File: src/rtl/mem_arbiter.sv
// -----------------------------------------------------------------------------
// mem_arbiter
//
// Shares the single unified RAM port between the instruction-fetch stage and
// the MEM-stage data access (lw/sw). A registered three-state grant FSM
// (IDLE / IGRANT / DGRANT) decides who owns the RAM. Data requests normally
// win. A 4-bit starvation counter forces an instruction grant after
// DSTARVE_MAX consecutive data grants that complete while a fetch is pending.
//
// Optional feature macro: MEM_ARB_STATS_EN
//   Defined   : adds icount/dcount, which count completed fetches and data
//               accesses (wrap at 2^32, cleared by RST).
//   Undefined : no statistics ports or counters.
//
// Ports
//   CLK       in   1   system clock, rising edge
//   RST       in   1   synchronous active-high reset
//   iREN      in   1   instruction read request
//   iaddr     in  32   instruction word address
//   iload     out 32   instruction read data (valid only while iwait is low)
//   iwait     out  1   instruction stall, low for exactly the completing cycle
//   dREN      in   1   data read request
//   dWEN      in   1   data write request (wins over dREN)
//   daddr     in  32   data address
//   dstore    in  32   data write value
//   dload     out 32   data read value (valid only while dwait is low)
//   dwait     out  1   data stall, low for exactly the completing cycle
//   ramREN    out  1   RAM read strobe
//   ramWEN    out  1   RAM write strobe
//   ramaddr   out 32   RAM address
//   ramstore  out 32   RAM write data
//   ramload   in  32   RAM read data
//   ramstate  in   2   RAM status: FREE=0, BUSY=1, ACCESS=2, ERROR=3
//   icount    out 32   completed fetches      (MEM_ARB_STATS_EN only)
//   dcount    out 32   completed data accesses (MEM_ARB_STATS_EN only)
// -----------------------------------------------------------------------------
module mem_arbiter #(
  parameter int unsigned DSTARVE_MAX = 4  // legal range 1..15
) (
  input  logic        CLK,
  input  logic        RST,
  input  logic        iREN,
  input  logic [31:0] iaddr,
  output logic [31:0] iload,
  output logic        iwait,
  input  logic        dREN,
  input  logic        dWEN,
  input  logic [31:0] daddr,
  input  logic [31:0] dstore,
  output logic [31:0] dload,
  output logic        dwait,
  output logic        ramREN,
  output logic        ramWEN,
  output logic [31:0] ramaddr,
  output logic [31:0] ramstore,
  input  logic [31:0] ramload,
  input  logic [1:0]  ramstate
`ifdef MEM_ARB_STATS_EN
  ,
  output logic [31:0] icount,
  output logic [31:0] dcount
`endif
);

  typedef enum logic [1:0] {
    RAM_FREE   = 2'd0,
    RAM_BUSY   = 2'd1,
    RAM_ACCESS = 2'd2,
    RAM_ERROR  = 2'd3
  } ram_state_e;

  typedef enum logic [1:0] {
    IDLE   = 2'd0,
    IGRANT = 2'd1,
    DGRANT = 2'd2
  } arb_state_e;

  localparam logic [3:0] SCNT_MAX = 4'(DSTARVE_MAX);

  arb_state_e r_state;
  arb_state_e w_next_state;
  logic [3:0] r_scnt;

  logic w_dreq;
  logic w_ram_access;
  logic w_icomplete;
  logic w_dcomplete;

  assign w_dreq       = dREN | dWEN;
  assign w_ram_access = (ramstate == RAM_ACCESS);

  // A completion needs the granted side to still be requesting; a withdrawn
  // request (flush) never signals done even if the RAM reports ACCESS.
  assign w_icomplete = (r_state == IGRANT) && iREN   && w_ram_access;
  assign w_dcomplete = (r_state == DGRANT) && w_dreq && w_ram_access;

  // ---------------------------------------------------------------------------
  // State register and starvation counter
  // ---------------------------------------------------------------------------
  // NOTE: sequential state uses non-blocking (<=) so every flop samples the
  // pre-edge values of its inputs, independent of statement order.
  always_ff @(posedge CLK) begin
    if (RST) begin
      r_state <= IDLE;
      r_scnt  <= '0;
    end else begin
      r_state <= w_next_state;
      unique case (r_state)
        DGRANT: if (w_dcomplete && iREN && (r_scnt < SCNT_MAX)) r_scnt <= r_scnt + 4'd1;
        IGRANT: if (w_icomplete) r_scnt <= '0;
        default: if (!iREN) r_scnt <= '0;
      endcase
    end
  end

  // ---------------------------------------------------------------------------
  // Next-state logic
  // ---------------------------------------------------------------------------
  // NOTE: the default assignment at the top of each always_comb guarantees
  // every path assigns the output, so no latch is inferred.
  always_comb begin
    w_next_state = r_state;
    unique case (r_state)
      IDLE: begin
        if (w_dreq && (!iREN || (r_scnt < SCNT_MAX))) w_next_state = DGRANT;
        else if (iREN)                                w_next_state = IGRANT;
      end
      IGRANT: if (!iREN || w_ram_access)   w_next_state = IDLE;
      DGRANT: if (!w_dreq || w_ram_access) w_next_state = IDLE;
      default: w_next_state = IDLE;
    endcase
  end

  // ---------------------------------------------------------------------------
  // Output logic. RAM strobes depend only on state and the granted side's
  // request, never on ramstate; only wait/load react to ramstate.
  // ---------------------------------------------------------------------------
  always_comb begin
    ramREN   = 1'b0;
    ramWEN   = 1'b0;
    ramaddr  = '0;
    ramstore = '0;
    unique case (r_state)
      IGRANT: begin
        ramREN  = iREN;
        ramaddr = iaddr;
      end
      DGRANT: begin
        ramaddr  = daddr;
        ramstore = dstore;
        ramWEN   = dWEN;
        ramREN   = dREN & ~dWEN;
      end
      default: ;
    endcase
  end

  assign iwait = ~w_icomplete;
  assign dwait = ~w_dcomplete;
  assign iload = w_icomplete ? ramload : '0;
  assign dload = w_dcomplete ? ramload : '0;

`ifdef MEM_ARB_STATS_EN
  logic [31:0] r_icount;
  logic [31:0] r_dcount;

  always_ff @(posedge CLK) begin
    if (RST) begin
      r_icount <= '0;
      r_dcount <= '0;
    end else begin
      if (w_icomplete) r_icount <= r_icount + 32'd1;
      if (w_dcomplete) r_dcount <= r_dcount + 32'd1;
    end
  end

  assign icount = r_icount;
  assign dcount = r_dcount;
`endif

endmodule

File: config.mk
export PLATFORM = sky130hd
export DESIGN_NAME = mem_arbiter
export DESIGN_NICKNAME = d
export VERILOG_FILES = /design/src/rtl/mem_arbiter.sv
export SDC_FILE = /design/constraint.sdc
export NUM_CORES = 1
export LEC_CHECK = 0
export ABC_CLOCK_PERIOD_IN_PS = 1840
export BUFFER_PORTS_ARGS = -buffer_cell sky130_fd_sc_hd__buf_2
export CORE_AREA = 10 10 95 97
export CTS_CLUSTER_DIAMETER = 30
export CTS_CLUSTER_SIZE = 25
export DETAILED_ROUTE_END_ITERATION = 8
export DIE_AREA = 0 0 105 107
export GPL_TIMING_DRIVEN = 0
export PLACE_DENSITY_LB_ADDON = 0.2
export SLEW_MARGIN = 5
export SYNTH_ARGS = -nofsm -noshare
export SYNTH_HDL_FRONTEND = slang
export SYNTH_SLANG_ARGS = --single-unit
export TNS_END_PERCENT = 5
File: constraint.sdc
create_clock -name CLK -period 1.84 [get_ports CLK]
set_input_delay 0.552 -clock CLK [delete_from_list [all_inputs] [get_ports CLK]]
set_output_delay 0.552 -clock CLK [all_outputs]
set_load 0.005 [all_outputs]
After elaboration in Yosys (flattened, before gate mapping). Cells that the tools add are included. W data, S select, Z words.

Reduce and logical (&&, ||, !) cells: 15. $lt $le $gt $ge: 1. Equality and inequality tests: 9. Bitwise operators: 5. $add $sub $neg: 1. Mux-type cells: 15.

Operator list (count): $mux W32 (3); $pmux W32 S2 (1); $mux W4 (3); $mux W2 (4); $pmux W4 S2 (1); $logic_and A1 B1 Y1 (7); $ne A2 B1 Y1 const B (3); $pmux W2 S3 (1); $reduce_and A3 Y1 (2); $add A4 B1 Y4 const B (1); $eq A2 B2 Y1 const B (2); $lt A4 B3 Y1 const B (1); $logic_or A1 B1 Y1 (3); $ne A3 B1 Y1 const B (1); $ne A3 B3 Y1 const B (1); $not A1 Y1 (3); $eq A2 B1 Y1 const B (1); $logic_not A1 Y1 (2); $logic_not A2 Y1 (1); $ne A2 B2 Y1 const B (1); $pmux W1 S2 (1); $and A1 B1 Y1 (1); $mux W1 (1); $or A1 B1 Y1 (1).

Flip-flop bits (word level): 6. Bits of input ports: 135. Output and inout bits: 132.

Depth between registers and ports, before layout.
Depth in word-level cells: 7. Mapped depth: 8. Mapped depth without buffers: 6.

Worst setup path before layout. No wires, ideal clock.

Kind: reg-to-output. Start: reg r_state[0]. End: out dload[22]. Cell stages (with the launch flop): 8. Slack: -0.041 ns. Buffers on the path: 2. Required time: 1.288 ns. Data arrival time: 1.329 ns. Path through: dfxtp_1 -> inv_1 -> ha_1 -> buf_2 -> o21ai_0 -> and2b_1 -> buf_2 -> and2_1.

Longest elaborated chain between the ends: 4.

RTL lines: start, declared (line 80) `arb_state_e r_state;`; start signal, assigned (line 107) `r_state <= w_next_state;`; $eq A2 B2 Y1 (line 95) `assign w_dcomplete = (r_state == DGRANT) && w_dreq && w_ram_access;`; $logic_and A1 B1 Y1 (2 in a row) (line 95); $mux W32 (line 161) `assign dload = w_dcomplete ? ramload : '0;`; end, declared (line 50) `output logic [31:0] dload,`.

Every way passes these cells.

Final worst setup path.
Start: reg r_state[0]. End: out dload[16].

Same word-level chain as after synthesis.

==> metrics.md <==
| Metric | Value |
|---|---|
| Area growth syn-to-layout | 149% |
| Setup crit end kind | output pin |
| Full die area | around 11,000 µm² |
| RSZ-0062 raised after global routing | yes |
| CTS buffer count | 3 |
| Total power | around 1300 µW |
| Vias in the first global route | a little under 3,000 |
| CTS tree | built |
| FF-to-FF End | r_scnt[0] |
| DR pass1 iterations | 4 |
| HP Class | flop to flop |
| Clock sink total | 6 |
| Cell accounting for the most synthesized area | and2_1 |
| Status | finished with violations |
| CTS Buffer Depth | 2 |
| Tot GR Track Use | between 15 and 20% |
| Critical path fanouts, max | 5 |
| CP Launch Type | flop |
| Wire per inst | about 18 µm |
| Final hold vios | 0 |
| NumNets Final | about 660 |
| Setup CP Type | flop to output pin |
| Routability cong. | 0.821 |
| Actual slew at the worst max-slew pin | between 200 and 300 ps |
| PD cells | 333 nW/µm² |
| Initial Util | a little under a quarter |
| Worst setup margin | -355 ps |
| Antenna Nets Post-Route | 0 |
| Num rows | 31 |
| Die height | about 110 µm |
| Initial antenna violation count | 2 |
| Input/output buffers | 266 |
| Worst Skew | roughly 3.7 ps |
| Synth top area share | a little under 40% |
| Clk Latency, worst-skew pair | roughly 220 ps |
| Slew margin rel. | between 80% and 90% |
| Sequential share of the synthesized area | roughly 7.5% |
| # IOs | 267 |
| Vias per inst | 4.52 |
| R2r setup slk | around 200 ps |
| Overflow after GRT | 0 |
| Peak supply drop | 0.206 mV |
| Largest net degree at the start of global routing | 11 |
| Cells after synthesis | 238 |
| Failing checks | setup timing |
| Die width | roughly 110 µm |
| Post-DP HPWL | around 9 mm |
| Final period util | 119% |
| # DRC | 0 |
| Root Driver | clkbuf_8 |
| Vias | ~2,800 |
| Syn_area_per_cell | between 6 and 7 µm² |
| Reg-to-reg startpoint | r_state[1] |
| Synth area leaders | and2_1 (38%), a22oi_1 (15%), nor2b_1 (12%), dfxtp_1 (7.5%), ha_1 (3.1%) |
| Seq cells post-synth | 6 |
| Worst EP arrival | between 1500 and 2000 ps |
| WHS | 467 ps |
| Worst Setup SP | r_state[0] |
| First-pass GRT wire length | 15.5 mm |
| Data required, critical path | around 1300 ps |
| Max-slew violation count | 0 |
| H-tree levels | 1 |
| Detailed Route Iter0 Violations | 44 |
| Pleak | between 0.002 and 0.0025 µW |
| Max Clk Rate | roughly 460 MHz |
| TNS Setup | -33,120 ps |
| Period minus WS final | 2190 ps |
| R2R cell count | 9 |
| Max Cap Viol | 0 |
| Yosys warning total | 0 |
| Final WL | between 10 and 15 mm |
| Layout cell share with drive strength beyond 1 | roughly three quarters |
| Net count after synthesis | ~380 |
| Netlist Area Pre-Place | 1610 µm² |
| Clk slew on worst S/H paths | approximately 40 ps |
| Netlist cell types | 32 |
| CORE AREA | 7140 µm² |
| Critical path endpoint | dload[16] |
| Final setup violation count | 132 |
-- worst min path at each step --
stage / start / to / slack (ps) / cells past startpoint
floorplan: r_scnt[2] / r_scnt[2] / 440 / 2
global placement: r_scnt[2] / r_scnt[2] / 460 / 2
detailed placement: r_scnt[2] / r_scnt[2] / 460 / 2
CTS: r_scnt[2] / r_scnt[2] / 470 / 2
global route: r_scnt[2] / r_scnt[2] / 490 / 2
finish: r_scnt[2] / r_scnt[2] / 470 / 2
-- layout make-up --
cell class | count | area [µm²]
Antenna cell | 2 | 5.00
Fill cell | 666 | 3120
Tap cell | 99 | 124
Clock buffer | 3 | 41.3
Multi-Input combinational cell | 205 | 1650
Buffer | 22 | 260
Timing Repair Buffer | 281 | 1780
Sequential cell | 6 | 128
Inverter | 6 | 27.5
-- sequential cells by signal (all words and copies together), names as in the netlist --
signal	cells
r_scnt	4
r_state	2
-- cells by family (layout without fill, tap and decap cells) --
group,count (synthesis),in the layout,synth area share (%)
other cells,0,2,0
fa+ha+maj,4,4,3.11
buf+inv,28,312,8.15
simple gates,152,153,58.7
mux,2,2,1.24
compound gates,46,46,21.4
flops,6,6,7.45
-- per-stage QoR --
stage | setup slack, ps | instances | instance area [µm²] | util (%)
after floorplan | -15.8 | 238 | 1640 | -
after global placement | -323 | 603 | 3100 | 43.4
after detailed placement | -319 | 603 | 3100 | 43.4
after CTS | -374 | 619 | 3420 | 48.0
after global routing | -405 | 623 | 4020 | 56.3
final | -355 | 624 | 4020 | 56.3
-- cells in the mapped netlist --
library cell,count
and2_1,99
dfxtp_1,6
a211oi_2,1
buf_6,2
a31o_2,1
nand4_1,2
or2b_1,1
o21ai_1,2
nor2_2,1
nand2b_1,2
buf_2,7
nor3b_1,1
o211a_1,1
nand3b_1,1
o21a_1,1
clkbuf_1,11
inv_1,6
nand2_1,5
nor4b_1,1
a22oi_1,32
nor2_1,3
and4b_1,1
o21ai_0,2
nor2b_1,32
or3b_1,1
and2b_1,2
a21oi_1,2
clkbuf_2,2
mux2i_1,2
a31oi_1,3
ha_1,4
a21oi_4,1
-- power breakdown --
part	switching, µW	internal, µW	leakage, µW	total [µW]
Clock	57.9	141	0.0000216	199
Combinational	441	551	0.00209	992
Sequential	10.6	138	0.0000500	149
-- layout by cell type (no fill, tap or decap), drive strengths merged --
cell,count
ha,4
nor2,4
dfxtp,6
a211oi,1
nor3b,1
and4b,1
a21oi,3
and2b,3
inv,6
o21ai,4
diode,2
buf,297
and2,99
a31o,1
nand2,5
o211a,1
clkbuf,9
nand4,2
nor2b,32
or3b,1
nand3b,1
mux2i,2
nor4b,1
nand2b,2
a31oi,3
o21a,1
or2b,1
a22oi,32
-- worst max-delay path, cell delays in order (launching register included) --
cell and delay [ps]:
dfxtp_4 360, inv_4 40, ha_4 140, buf_6 120
o21ai_4 60, and2b_2 270, buf_6 140, and2_1 150
buf_2 130
-- what timing repair did --
item                       CTS  global route
pin swaps                    1            55
setup endpoints to repair  132           132
hold buffers                 0             0
cloned                       7             1
buffers inserted             6             3
resized for setup           56           143
-- routing by layer --
layer | share of wire [%] | wire length, µm | up-vias | track usage [%]
met3 | 11 | 1200 | 7 | 7.60
met1 | 37 | 4150 | 1282 | 15.5
met4 | 0.87 | 98 | 0 | 3.24
met5 | 0 | 0 | - | 0
met2 | 52 | 5800 | 159 | 32.7
li1 | - | - | 1373 | -
(Power assumes the default switching activity.)
